==> src/rtl/feistel_round_seq.sv <==
// feistel_round_seq: L/R datapath and round sequencing for an iterated Feistel cipher core.
module feistel_round_seq #(
    parameter int HALF_W = 32,
    parameter int ROUNDS = 16,
    parameter int CNT_W  = 5
) (
    input  logic                clk,
    input  logic                rst,
    input  logic                in_valid,
    output logic                in_ready,
    input  logic                decrypt,
    input  logic [HALF_W-1:0]   L_init,
    input  logic [HALF_W-1:0]   R_init,
    input  logic [HALF_W-1:0]   f_out,
    output logic [HALF_W-1:0]   L_dat,
    output logic [HALF_W-1:0]   R_dat,
    output logic [CNT_W-1:0]    round_idx,
    output logic                round_en,
    output logic                out_valid,
    input  logic                out_ready,
    output logic [2*HALF_W-1:0] blk_out
);
    typedef enum logic [1:0] {IDLE, RUN, DONE} state_t;
    localparam logic [CNT_W-1:0] LAST = CNT_W'(ROUNDS - 1);
    state_t             r_state, w_next;
    logic [CNT_W-1:0]   r_cnt;
    logic               r_mode;
    logic [HALF_W-1:0]  r_l, r_r;
    always_comb begin
        w_next = r_state;
        case (r_state)
            IDLE:    w_next = in_valid ? RUN : IDLE;
            RUN:     w_next = (r_cnt == LAST) ? DONE : RUN;
            DONE:    w_next = out_ready ? IDLE : DONE;
            default: w_next = IDLE;
        endcase
    end
    always_ff @(posedge clk) begin
        if (rst) begin
            r_state <= IDLE;
            r_cnt   <= '0;
            r_mode  <= 1'b0;
            r_l     <= '0;
            r_r     <= '0;
        end else begin
            r_state <= w_next;
            if (r_state == IDLE && in_valid) begin
                r_l    <= L_init;
                r_r    <= R_init;
                r_cnt  <= '0;
                r_mode <= decrypt;
            end else if (r_state == RUN) begin
                r_l   <= r_r;
                r_r   <= r_l ^ f_out;
                // Saturate on the last round so the counter never leaves 0..ROUNDS-1
                r_cnt <= (r_cnt == LAST) ? r_cnt : r_cnt + 1'b1;
            end
        end
    end
    assign in_ready  = (r_state == IDLE);
    assign round_en  = (r_state == RUN);
    assign out_valid = (r_state == DONE);
    assign round_idx = round_en ? (r_mode ? LAST - r_cnt : r_cnt) : '0;
    assign L_dat     = r_l;
    assign R_dat     = r_r;
    assign blk_out   = {r_r, r_l};
endmodule

==> config.mk <==
export PLATFORM = sky130hd
export DESIGN_NAME = feistel_round_seq
export DESIGN_NICKNAME = d
export VERILOG_FILES = /design/src/rtl/feistel_round_seq.sv
export SDC_FILE = /design/constraint.sdc
export NUM_CORES = 1
export LEC_CHECK = 0
export CELL_PAD_IN_SITES_DETAIL_PLACEMENT = 2
export CELL_PAD_IN_SITES_GLOBAL_PLACEMENT = 2
export CORE_ASPECT_RATIO = 1.4
export CORE_MARGIN = 2
export CORE_UTILIZATION = 21
export CTS_CLUSTER_DIAMETER = 100
export DETAILED_ROUTE_END_ITERATION = 16
export GPL_ROUTABILITY_DRIVEN = 0
export PLACE_DENSITY_LB_ADDON = 0.25
export REMOVE_ABC_BUFFERS = 1
export SLEW_MARGIN = 20
export SYNTH_ARGS = -nofsm -noshare
export SYNTH_HDL_FRONTEND = slang
export SYNTH_SLANG_ARGS = --single-unit
==> constraint.sdc <==
create_clock -name clk -period 1.6 [get_ports clk]
set_input_delay 0.32 -clock clk [delete_from_list [all_inputs] [get_ports clk]]
set_output_delay 0.32 -clock clk [all_outputs]
set_load 0.01 [all_outputs]
==> results.sh <==
export IMPL_synth_seq_area_share_pct=35.9
export IMPL_fin_worst_skew_ns=0.00578
export IMPL_drv_cap=0
export IMPL_r2r_end="r_state[1]"
export IMPL_yosys_warnings=0
export IMPL_p_total_w=0.00582
export IMPL_final_max_slew_violation_count=0
export IMPL_cts_made_buffers=9
export IMPL_synth_top_area_share_pct=35.9
export IMPL_vias=4019
export IMPL_drt_iter0_markers=128
export IMPL_swShare_pct=29.5
export IMPL_vdd_drop_max_uv=430
export IMPL_synth_top_cells_by_count="dfxtp_1 (72), buf_4 (69), o22ai_1 (54)"
export IMPL_die_h_um=168
export IMPL_crit_fanout=4
export IMPL_antenna_cells=0
export IMPL_switchingPower_w=0.00172
export IMPL_worst_pin_slew_ns=0.428
export IMPL_slew_headroom_pct=71.4
export IMPL_die_w_um=121
export IMPL_wl_met3_um=952
export IMPL_routed_top_layer="met5"
export IMPL_routed_wl_mm=15.7
export IMPL_worstHoldPathType="input port to flop"
export IMPL_synthArstFlopShare_pct=0
export IMPL_period_needed_ns=1.56
export IMPL_cts_sinks=72
export IMPL_areaGrowthSynthToFinish_pct=64.2
export IMPL_track_usage_pct=15.1
export IMPL_endpoint_kind="output port"
export IMPL_rr_worst_depth=6
export IMPL_power_frac_seq_pct=37.2
export IMPL_critPathTopFamily="buffers and inverters"
export IMPL_syn_instance_count=440
export IMPL_start_util_pct=21.5
export IMPL_required_ns=1.28
export IMPL_synth_seq_cells=72
export IMPL_drtAntennaViolNets=0
export IMPL_setup_worst_path_start_class="flop"
export IMPL_clockBufferDepth=2
export IMPL_ys_types=37
export IMPL_regArea_mm2=0.00147
export IMPL_status="completed"
export IMPL_ioPinCount=237
export IMPL_internal_power_w=0.00411
export IMPL_fin_crit_sh_pct=97.5
export IMPL_rsz0062_at_grt="true"
export IMPL_whs_path_depth=3
export IMPL_worstSkewPairLatency_ns=0.33
export IMPL_multi_input_area_mm2=0.00189
export IMPL_final_cell_area_mm2=0.00659
export IMPL_clkTransAtPathRegs_ns=0.06
export IMPL_rows=59
export IMPL_wl_per_cell_um=18.2
export IMPL_powerDensity_mw_per_mm2=885
export IMPL_hold_viol=0
export IMPL_path_cells="clkdlybuf4s50_1"
export IMPL_grt_max_degree=65
export IMPL_clock_fmax_mhz=641
export IMPL_place_area_mm2=0.00627
export IMPL_synthFlopType="dfxtp_1"
export IMPL_core_area_mm2=0.0187
export IMPL_pwr_share_comb_pct=27.9
export IMPL_yosysTopAreaCell="dfxtp_1"
export IMPL_cpPeakStageDelay_ns=0.55
export IMPL_syn_area_mm2=0.00401
export IMPL_p_clk_share_pct=35.0
export IMPL_p_leak_nw=3.16
export IMPL_grt_pass1_vias=4391
export IMPL_antenna_found_initial=1
export IMPL_layout_drive_gt1_share_pct=19.5
export IMPL_hpwl_mm=11.5
export IMPL_critPathSlowestCell="clkdlybuf4s50_1"
export IMPL_n_fill_cell=2047
export IMPL_synth_avg_cell_area_um2=9.11
export IMPL_wl_met1_mm=6.41
export IMPL_nNetsFinal=717
export IMPL_cts_tree="built"
export IMPL_wl_met2_mm=8.23
export IMPL_synth_edff_count=0
export IMPL_setup_viol=0
export IMPL_r2r_setup_slack_ns=0.11
export IMPL_synthTopCellsByArea="dfxtp_1 (36%), buf_4 (13%), a211oi_2 (10%)"
export IMPL_crit_arrival_ns=1.24
export IMPL_postCtsHoldBufs=0
export IMPL_grt_pass1_wl_mm=24.3
export IMPL_ctsRootBufferMaster="clkbuf_16"
export IMPL_grt_overflow_total=0
export IMPL_final_util_pct=35.3
export IMPL_routed_via_density=4.66
export IMPL_path_buf_inv=1
export IMPL_cts_htree_levels=3
export IMPL_hold_end="r_cnt[2]"
export IMPL_drc_errors=0
export IMPL_dieArea_mm2=0.0202
export IMPL_crit_type="flop to output port"
export IMPL_hold_start="rst"
export IMPL_dr_pass1_iters=4
export IMPL_synthMostInstantiatedCell="dfxtp_1"
export IMPL_rr_startpoint="r_state[1]"
export IMPL_portBuffers=236
-- how the worst max path moves through the flow --
stage / start / cells past startpoint / slack, ns / endpoint
2_1_floorplan: r_state[0] / 3 / -0.73 / R_dat[31]
3_3_place_gp: r_state[0] / 4 / -0.07 / round_idx[4]
3_5_place_dp: in_valid / 5 / -0.11 / r_cnt[3]
4_1_cts: r_state[1] / 5 / -0.004 / round_idx[4]
5_1_grt: L_dat[23] / 1 / -0.01 / L_dat[23]
6_report: R_dat[5] / 1 / 0.04 / blk_out[37]
-- flip-flops by register name, summed over array words and instances, names as in the netlist --
register and cells:
r_mode 1, L_dat 32, r_state 2, R_dat 32
r_cnt 5
-- stage by stage --
stage | hold WS (ns) | setup TNS, ns | std cells | setup slack (ns)
after floorplan | 0.382 | -42.14 | 341 | -0.730
after global placement | 0.517 | -0.867 | 845 | -0.0738
after detailed placement | 0.552 | -2.67 | 845 | -0.107
after CTS | 0.413 | -0.00382 | 862 | -0.00382
after global routing | 0.431 | -0.0339 | 863 | -0.0147
final | 0.415 | 0 | 863 | 0.0403
-- power by group through the flow --
stage / Sequential [W] / Clock, W / Combinational [W]
after detailed placement: 0.00221 / 0 / 0.00180
after floorplan: 0.00233 / 0 / 0.000496
after global routing: 0.00220 / 0.00220 / 0.00176
final: 0.00217 / 0.00204 / 0.00162
after CTS: 0.00218 / 0.00212 / 0.00166
after global placement: 0.00220 / 0 / 0.00177
-- repair_timing --
action,4_1_cts,5_1_grt
setup endpoints to repair,131,40
buffers inserted,2,1
resized for setup,134,36
pin swaps,1,2
-- cells in the final DEF (no fill, tap or decap), types with 2 or more instances in the layout --
master             n
clkdlybuf4s50_1  105
buf_4             18
nand2_1            2
o21ai_0           30
dfxtp_1           51
o22ai_1           54
clkinvlp_4         3
dlymetal6s2s_1    29
xnor2_1            3
clkbuf_16          9
buf_12             8
buf_6              2
inv_2              2
a211oi_2          32
a21oi_1           32
a211oi_1           4
nand2b_4           2
o22ai_2           10
buf_2              3
dlygate4sd2_1     97
nor2_1            44
xor2_1            33
dfxtp_2           19
dfxtp_4            2
-- routing by layer --
layer | global-route usage, % | vias up
met5 | 0 | -
li1 | - | 1863
met4 | 3.59 | 2
met1 | 17.3 | 2005
met2 | 27.9 | 139
met3 | 3.81 | 10
-- layout make-up --
cell class / instances / share of cell area, %
sequential: 72 / 22.4
clock buffer: 10 / 3.63
inverter: 4 / 0.266
multi-input combinational: 265 / 28.7
clock inverter: 5 / 0.874
tap: 244 / 4.64
timing repair buffer: 263 / 39.6
-- cell families (layout without fill, tap and decap cells) --
group	Yosys count	in the layout	share of synthesized area, %
xor gates and xnor gates	37	37	8.08
AOI/OAI and AO/OA	167	167	31.2
adders and majority gates	1	1	0.312
and+or+nand+nor	59	59	6.77
muxes	1	1	0.250
buffers and inverters	103	282	17.4
DFF	72	72	35.9
Note: power is estimated with default switching activity, not from simulation.
